### src/rtl/multicycle_controller.sv
// rtl/multicycle_controller.sv - main control FSM of the multi-cycle RISC-V core (option macro: BRANCH_EXT_EN enables bne/blt/bge)
module multicycle_controller #(
    parameter int ALUCTL_W = 3
) (
    input  logic                clk,
    input  logic                rst,
    input  logic [6:0]          op,
    input  logic [2:0]          funct3,
    input  logic                funct7b5,
    input  logic                zero,
    input  logic                lt,
    input  logic                gte,
    output logic                PCWrite,
    output logic                AdrSrc,
    output logic                MemWrite,
    output logic                IRWrite,
    output logic                RegWrite,
    output logic [1:0]          ResultSrc,
    output logic [1:0]          ALUSrcA,
    output logic [1:0]          ALUSrcB,
    output logic [2:0]          ImmSrc,
    output logic [ALUCTL_W-1:0] ALUControl,
    output logic                illegal
);

    localparam logic [6:0] OP_LOAD   = 7'b0000011;
    localparam logic [6:0] OP_STORE  = 7'b0100011;
    localparam logic [6:0] OP_RTYPE  = 7'b0110011;
    localparam logic [6:0] OP_ITYPE  = 7'b0010011;
    localparam logic [6:0] OP_BRANCH = 7'b1100011;
    localparam logic [6:0] OP_JAL    = 7'b1101111;
    localparam logic [6:0] OP_JALR   = 7'b1100111;
    localparam logic [6:0] OP_LUI    = 7'b0110111;

    localparam logic [ALUCTL_W-1:0] ALU_ADD  = ALUCTL_W'(0);
    localparam logic [ALUCTL_W-1:0] ALU_SUB  = ALUCTL_W'(1);
    localparam logic [ALUCTL_W-1:0] ALU_AND  = ALUCTL_W'(2);
    localparam logic [ALUCTL_W-1:0] ALU_OR   = ALUCTL_W'(3);
    localparam logic [ALUCTL_W-1:0] ALU_XOR  = ALUCTL_W'(4);
    localparam logic [ALUCTL_W-1:0] ALU_SLT  = ALUCTL_W'(5);
    localparam logic [ALUCTL_W-1:0] ALU_SLTU = ALUCTL_W'(6);

    localparam logic [2:0] IMM_I = 3'b000;
    localparam logic [2:0] IMM_S = 3'b001;
    localparam logic [2:0] IMM_B = 3'b010;
    localparam logic [2:0] IMM_J = 3'b011;
    localparam logic [2:0] IMM_U = 3'b100;

    localparam logic [1:0] RES_ALUOUT = 2'b00;
    localparam logic [1:0] RES_MEM    = 2'b01;
    localparam logic [1:0] RES_ALURES = 2'b10;

    localparam logic [1:0] SRCA_PC    = 2'b00;
    localparam logic [1:0] SRCA_OLDPC = 2'b01;
    localparam logic [1:0] SRCA_RS1   = 2'b10;
    localparam logic [1:0] SRCA_ZERO  = 2'b11;

    localparam logic [1:0] SRCB_RS2   = 2'b00;
    localparam logic [1:0] SRCB_IMM   = 2'b01;
    localparam logic [1:0] SRCB_FOUR  = 2'b10;

    typedef enum logic [3:0] {
        S_FETCH,
        S_DECODE,
        S_MEMADR,
        S_MEMREAD,
        S_MEMWB,
        S_MEMWRITE,
        S_EXECR,
        S_EXECI,
        S_ALUWB,
        S_BRANCH,
        S_JAL,
        S_JALR,
        S_JALRWB,
        S_LUI,
        S_ILLEGAL
    } state_t;

    state_t state_q;
    state_t state_d;
    state_t out_state;

    logic alu_f3_ok;
    logic branch_f3_ok;
    logic branch_taken;
    logic [ALUCTL_W-1:0] alu_func;

    // Shift funct3 encodings trap at decode.
    assign alu_f3_ok = (funct3 != 3'b001) && (funct3 != 3'b101);

`ifdef BRANCH_EXT_EN
    assign branch_f3_ok = (funct3 == 3'b000) || (funct3 == 3'b001) ||
                          (funct3 == 3'b100) || (funct3 == 3'b101);
`else
    assign branch_f3_ok = (funct3 == 3'b000);
`endif

    // Branch condition from the flags of the comparison running this cycle.
    always_comb begin
        branch_taken = 1'b0;
        case (funct3)
            3'b000:  branch_taken = zero;
`ifdef BRANCH_EXT_EN
            3'b001:  branch_taken = !zero;
            3'b100:  branch_taken = lt;
            3'b101:  branch_taken = gte;
`endif
            default: branch_taken = 1'b0;
        endcase
    end

    // ALU function for register and immediate arithmetic; funct7b5 only selects sub for R-type.
    always_comb begin
        alu_func = ALU_ADD;
        case (funct3)
            3'b000:  alu_func = (funct7b5 && state_q == S_EXECR) ? ALU_SUB : ALU_ADD;
            3'b111:  alu_func = ALU_AND;
            3'b110:  alu_func = ALU_OR;
            3'b100:  alu_func = ALU_XOR;
            3'b010:  alu_func = ALU_SLT;
            3'b011:  alu_func = ALU_SLTU;
            default: alu_func = ALU_ADD;
        endcase
    end

    // State register; reset returns to FETCH and aborts any instruction in flight.
    always_ff @(posedge clk) begin
        if (rst) begin
            state_q <= S_FETCH;
        end else begin
            state_q <= state_d;
        end
    end

    // Next-state sequencing through the instruction phases.
    always_comb begin
        state_d = S_FETCH;
        case (state_q)
            S_FETCH:  state_d = S_DECODE;
            S_DECODE: begin
                case (op)
                    OP_LOAD,
                    OP_STORE:  state_d = S_MEMADR;
                    OP_RTYPE:  state_d = alu_f3_ok ? S_EXECR : S_ILLEGAL;
                    OP_ITYPE:  state_d = alu_f3_ok ? S_EXECI : S_ILLEGAL;
                    OP_BRANCH: state_d = branch_f3_ok ? S_BRANCH : S_ILLEGAL;
                    OP_JAL:    state_d = S_JAL;
                    OP_JALR:   state_d = S_JALR;
                    OP_LUI:    state_d = S_LUI;
                    default:   state_d = S_ILLEGAL;
                endcase
            end
            S_MEMADR:   state_d = (op == OP_STORE) ? S_MEMWRITE : S_MEMREAD;
            S_MEMREAD:  state_d = S_MEMWB;
            S_MEMWB:    state_d = S_FETCH;
            S_MEMWRITE: state_d = S_FETCH;
            S_EXECR:    state_d = S_ALUWB;
            S_EXECI:    state_d = S_ALUWB;
            S_ALUWB:    state_d = S_FETCH;
            S_BRANCH:   state_d = S_FETCH;
            S_JAL:      state_d = S_ALUWB;
            S_JALR:     state_d = S_JALRWB;
            S_JALRWB:   state_d = S_FETCH;
            S_LUI:      state_d = S_ALUWB;
            S_ILLEGAL:  state_d = S_FETCH;
            default:    state_d = S_FETCH;
        endcase
    end

    // While reset is held the datapath sees FETCH settings, so decode outputs from FETCH.
    assign out_state = rst ? S_FETCH : state_q;

    // Output decode of the (effective) state, with every enable suppressed during reset.
    always_comb begin
        PCWrite    = 1'b0;
        AdrSrc     = 1'b0;
        MemWrite   = 1'b0;
        IRWrite    = 1'b0;
        RegWrite   = 1'b0;
        ResultSrc  = RES_ALUOUT;
        ALUSrcA    = SRCA_PC;
        ALUSrcB    = SRCB_RS2;
        ImmSrc     = IMM_I;
        ALUControl = ALU_ADD;
        illegal    = 1'b0;
        case (out_state)
            S_FETCH: begin
                IRWrite   = 1'b1;
                PCWrite   = 1'b1;
                ALUSrcA   = SRCA_PC;
                ALUSrcB   = SRCB_FOUR;
                ResultSrc = RES_ALURES;
            end
            S_DECODE: begin
                ALUSrcA = SRCA_OLDPC;
                ALUSrcB = SRCB_IMM;
                ImmSrc  = (op == OP_JAL) ? IMM_J : IMM_B;
            end
            S_MEMADR: begin
                ALUSrcA = SRCA_RS1;
                ALUSrcB = SRCB_IMM;
                ImmSrc  = (op == OP_STORE) ? IMM_S : IMM_I;
            end
            S_MEMREAD: begin
                AdrSrc    = 1'b1;
                ResultSrc = RES_ALUOUT;
            end
            S_MEMWB: begin
                ResultSrc = RES_MEM;
                RegWrite  = 1'b1;
            end
            S_MEMWRITE: begin
                AdrSrc   = 1'b1;
                MemWrite = 1'b1;
            end
            S_EXECR: begin
                ALUSrcA    = SRCA_RS1;
                ALUSrcB    = SRCB_RS2;
                ALUControl = alu_func;
            end
            S_EXECI: begin
                ALUSrcA    = SRCA_RS1;
                ALUSrcB    = SRCB_IMM;
                ImmSrc     = IMM_I;
                ALUControl = alu_func;
            end
            S_ALUWB: begin
                ResultSrc = RES_ALUOUT;
                RegWrite  = 1'b1;
            end
            S_BRANCH: begin
                ALUSrcA    = SRCA_RS1;
                ALUSrcB    = SRCB_RS2;
                ALUControl = ALU_SUB;
                ResultSrc  = RES_ALUOUT;
                PCWrite    = branch_taken;
            end
            S_JAL: begin
                PCWrite   = 1'b1;
                ResultSrc = RES_ALUOUT;
                ALUSrcA   = SRCA_OLDPC;
                ALUSrcB   = SRCB_FOUR;
            end
            S_JALR: begin
                ALUSrcA   = SRCA_RS1;
                ALUSrcB   = SRCB_IMM;
                ImmSrc    = IMM_I;
                ResultSrc = RES_ALURES;
                PCWrite   = 1'b1;
            end
            S_JALRWB: begin
                ALUSrcA   = SRCA_OLDPC;
                ALUSrcB   = SRCB_FOUR;
                ResultSrc = RES_ALURES;
                RegWrite  = 1'b1;
            end
            S_LUI: begin
                ALUSrcA = SRCA_ZERO;
                ALUSrcB = SRCB_IMM;
                ImmSrc  = IMM_U;
            end
            S_ILLEGAL: begin
                illegal = 1'b1;
            end
            default: begin
                illegal = 1'b0;
            end
        endcase
        if (rst) begin
            PCWrite  = 1'b0;
            IRWrite  = 1'b0;
            MemWrite = 1'b0;
            RegWrite = 1'b0;
            illegal  = 1'b0;
        end
    end

endmodule
### config.mk
export PLATFORM = sky130hd
export DESIGN_NAME = multicycle_controller
export DESIGN_NICKNAME = d
export VERILOG_FILES = /design/src/rtl/multicycle_controller.sv
export SDC_FILE = /design/constraint.sdc
export NUM_CORES = 1
export LEC_CHECK = 0
export ABC_AREA = 1
export CORE_UTILIZATION = 39
export CTS_CLUSTER_SIZE = 25
export DETAILED_ROUTE_END_ITERATION = 12
export HOLD_SLACK_MARGIN = 0.03
export PLACE_DENSITY = 0.84
export REMOVE_ABC_BUFFERS = 1
export SLEW_MARGIN = 20
export SYNTH_ARGS = -nofsm -noshare
export SYNTH_HDL_FRONTEND = slang
export SYNTH_SLANG_ARGS = --single-unit
### constraint.sdc
create_clock -name clk -period 1.4 [get_ports clk]
set_input_delay 0.14 -clock clk [delete_from_list [all_inputs] [get_ports clk]]
set_output_delay 0.14 -clock clk [all_outputs]
set_load 0.05 [all_outputs]
==> flow_summary_export.csv, run 1 <==
group,metric,value,unit
run_status,status,"did not finish",
run_status,lastStage,"4_1_cts",
run_status,error_message,"[ERROR DPL-0038] Utilization greater than 100%, impossible to legalize",
logic_synthesis,seq_area_frac_synth,12.33,%
logic_synthesis,synth_edf_count,0,
logic_synthesis,synth-seq-cells,4,
placed_design,place_congestion,1.023,
clock_network,cts_root_buffer,"clkbuf_4",
clock_network,cts_buffers,3,
logic_synthesis,synth_ff_type,"dfxtp_1",
clock_network,post_cts_buffers,11,
logic_synthesis,synth_area_leaders,"nand2_1 (15%), nor2_1 (14%), dfxtp_1 (12%), inv_1 (10%), nor2_4 (6.9%)",
logic_synthesis,ys_types,25,
clock_network,clockBufferDepth,2,
logic_synthesis,synthCells,122,
logic_synthesis,ys.warnings.count,0,
logic_synthesis,syn_area,649.4,sq um
logic_synthesis,synth.largest_area_cell,"nand2_1",
logic_synthesis,avgSynthCellArea,5.323,sq um
floorplanning,row_count,14,
floorplanning,fp.dieH,42.81,microns
clock_network,h-tree-depth,1,
clock_network,post_cts_resized,71,
logic_synthesis,synth-async-reset-ratio,0,%
floorplanning,fp.dieW,42.81,microns
floorplanning,io_pins,34,
placed_design,dp_hpwl,2599,microns
floorplanning,initial_core_util,42.61,%
placed_design,dpl_cell_area,0.001366,sq mm
clock_network,cts_hold_buf,0,
logic_synthesis,synth_top_area_share,15.03,%
placed_design,pre_cts_ws,-0.4076,ns
clock_network,clkSinkCount,4,
logic_synthesis,ys_top_cells_by_count,"nand2_1 (26), nor2_1 (25), inv_1 (18)",
placed_design,port_buffers,31,
logic_synthesis,yosysMostFrequentCell,"nand2_1",
==> per-stage QoR <==
step | cells | hold WS, ns
2_1_floorplan | 121 | 0.2091
3_5_place_dp | 197 | 0.5736
3_3_place_gp | 197 | 0.5332
==> logic make-up after synthesis <==
logic type      synth area share, %
buf+inv                       14.45
simple gates                  53.57
compound gates                19.66
flops                         12.33
==> run 2: changes to the inputs <==
--- a/config.mk
+++ b/config.mk
@@ -6,11 +6,10 @@
 export NUM_CORES = 1
 export LEC_CHECK = 0
 export ABC_AREA = 1
-export CORE_UTILIZATION = 39
-export CTS_CLUSTER_SIZE = 25
+export CORE_AREA = 2 2 63 65
 export DETAILED_ROUTE_END_ITERATION = 12
-export HOLD_SLACK_MARGIN = 0.03
-export PLACE_DENSITY = 0.84
+export DIE_AREA = 0 0 65 67
+export PLACE_DENSITY_LB_ADDON = 0.15
 export REMOVE_ABC_BUFFERS = 1
 export SLEW_MARGIN = 20
 export SYNTH_ARGS = -nofsm -noshare
==> run 2 against run 1 <==
Effect of this change: the flow now finishes, with violations (setup timing); synthesized cell count is the same; area after synthesis is the same.
==> flow_summary_export.csv, run 2 <==
group,metric,value,unit
floorplanning,initial_core_util,18.01,%
setup_path,crit_fanout,4,
clock_network,cts_tree,"built",
pwr,p_int,1.098,mW
logic_synthesis,synth_ff_type,"dfxtp_1",
placed_design,dpl_cell_area,0.001431,sq mm
pwr,seq_power_share,11.5,%
min_path,holdCritStartpoint,"op[5]",
placed_design,port_buffers,31,
logic_synthesis,synth_edf_count,0,
timing,hold_violations,0,
pwr,leakagePower,0.8737,nW
timing,fin_ws,-0.2397,ns
drt,wl_per_cell,12.00,microns
drt,firstDrtPassIters,4,
timing,maxSlewViolCount,0,
logic_synthesis,synth_area_leaders,"nand2_1 (15%), nor2_1 (14%), dfxtp_1 (12%), inv_1 (10%), nor2_4 (6.9%)",
grt,grt_pass1_vias,1166,
timing,finalClockSkew,0.001080,ns
min_path,holdCritPathClass,"input pin to flip-flop",
cells_and_area,area_growth,190.2,%
logic_synthesis,syn_area,649.4,sq um
clock_network,clockBufferDepth,2,
pwr,power.density,1102,mW/mm^2
logic_synthesis,ys_top_cells_by_count,"nand2_1 (26), nor2_1 (25), inv_1 (18)",
run_status,violations,"setup timing",
setup_path,crit_type,"flip-flop to output pin",
logic_synthesis,ys_types,25,
grt,grt_max_degree,8,
setup_path,worstSetupEndpointType,"output pin",
floorplanning,core_region_area,0.003606,sq mm
cells_and_area,registers.top_by_ff_count,"state_q",
cells_and_area,fin_nets,224,
cells_and_area,layout_common_cells,"buf_4 (44), buf_12 (16), nor2_4 (15)",
clock_network,cts_root_buffer,"clkbuf_8",
pwr,p_sw_share,47.12,%
pwr,switchingPower,0.9785,mW
grt,antenna_found_initial,0,
logic_synthesis,synth-seq-cells,4,
cells_and_area,regArea,95.09,sq um
clock_network,clkLatencyLatePin,0.21,ns
clock_network,h-tree-depth,1,
timing,setup_violations,15,
setup_path,start_kind,"flip-flop",
cells_and_area,fillers,337,
cells_and_area,final_common_cell,"buf_4",
logic_synthesis,avgSynthCellArea,5.323,sq um
pwr,power.total,2.077,mW
clock_network,clkTransAtPathRegs,0.03,ns
placed_design,place_congestion,0.8569,
cells_and_area,drive_above_1_share,67.48,%
setup_path,required,1.26,ns
pwr,comb_power_share,77.3,%
logic_synthesis,synth-async-reset-ratio,0,%
setup_path,timing.rr.start,"state_q[3]$_SDFF_PP0_",
floorplanning,die_area,0.004355,sq mm
logic_synthesis,yosysMostFrequentCell,"nand2_1",
setup_path,arrival,1.50,ns
pwr,vdd_drop_max,0.3486,mV
grt,grt_usage,13.80,%
floorplanning,io_pins,34,
drt,drc_errors,0,
drt,via_count,1127,
timing,tns,-1.655,ns
cells_and_area,largest_reg_flops,4,
grt,grt-ovfl-total,0,
cells_and_area,fin_area,0.001884,sq mm
timing,period_share,117.1,%
setup_path,cp-startpoint,"state_q[1]$_SDFF_PP0_",
floorplanning,row_count,22,
logic_synthesis,synth.largest_area_cell,"nand2_1",
floorplanning,fp.dieW,65,microns
run_status,status,"finished, violations left",
placed_design,pre_cts_ws,-0.3209,ns
timing,whs,0.4873,ns
floorplanning,fp.dieH,67,microns
timing,rsz0062_at_grt,"yes",
clock_network,clkSinkCount,4,
logic_synthesis,synth_top_area_share,15.03,%
cells_and_area,multi_input_area,683.2,sq um
logic_synthesis,ys.warnings.count,0,
run,maxCapViolCount,0,
drt,vias_per_cell,4.437,
cells_and_area,num_antenna_cells,0,
cells_and_area,reg.largest.list,"state_q (4)",
timing,tightest_slew,0.2625,ns
logic_synthesis,seq_area_frac_synth,12.33,%
clock_network,cts_hold_buf,0,
pwr,clockPowerShare,11.3,%
grt,grt_pass1_wl,4761,microns
drt,wirelength,3048,microns
clock_network,cts_buffers,3,
timing,fmax,609.9,MHz
drt,first_iter_violations,39,
placed_design,dp_hpwl,2070,microns
drt,antenna_left,0,
logic_synthesis,synthCells,122,
timing,period_minus_slack,1.640,ns
timing,relSlewSlack,82.42,%
## run 2: path summary, 6_finish.rpt
path | to | slack (ns) | depth (start not counted)
worst max-delay path | ResultSrc[1] | -0.24 | 8
worst min-delay path | state_q[0]$_SDFF_PP0_ | 0.49 | 6
worst max register to register | state_q[2]$_SDFF_PP0_ | 0.01 | 10
worst min register to register | state_q[0]$_SDFF_PP0_ | 0.51 | 1
## run 2: cell families after synthesis
logic type | Yosys count | synth area share [%]
AOI/OAI and AO/OA | 20 | 19.66
DFF | 4 | 12.33
buffers and inverters | 23 | 14.45
and+or+nand+nor | 75 | 53.57
## run 2: cell type report
cell class	count	area share [%]
multi-input cells	95	36.25
clock buffers	3	2.191
inverters	22	5.179
well taps	48	3.187
flip-flops and latches	4	5.046
repair buffers	82	48.14
## run 2: timing repair
item                                    CTS  global route
endpoints found under the setup margin   18            20
setup buffers                            11             6
resized for setup                        46            51
endpoints found under the hold margin     0             0
pin swaps                                 8            16
## run 2: worst max-delay path: stages, from the launching register on
cell       delay (ns)
dfxtp_4          0.40
inv_6            0.05
nor2_4           0.11
nand2_2          0.08
nor2_2           0.12
inv_2            0.06
buf_6            0.12
o211ai_1         0.12
clkbuf_16        0.22
## run 2: power by group through the flow
stage          clock network (mW)  logic, mW  registers [mW]
3_3_place_gp                    0       1.22           0.185
3_5_place_dp                    0       1.22           0.187
5_1_grt                     0.251       1.69           0.247
6_report                    0.234       1.60           0.238
4_1_cts                     0.239       1.40           0.211
2_1_floorplan                   0      0.576           0.178
## run 2: routing by layer
| metal | vias up | global-route usage [%] | wire length [microns] |
|---|---|---|---|
| met5 | - | 0 | 0 |
| met4 | 0 | 3.191 | 26 |
| met3 | 2 | 2.872 | 137 |
| met2 | 29 | 28.22 | 1805 |
| met1 | 529 | 14.07 | 1078 |
| li1 | 567 | - | - |
## run 2: per-stage QoR
stage	cells	util, %
CTS	248	46.84
global route	254	52.26
finish	254	52.26
floorplan	121	-
global placement	234	39.69
detailed placement	234	39.69
No activity file was read; power rests on OpenSTA's default activity.
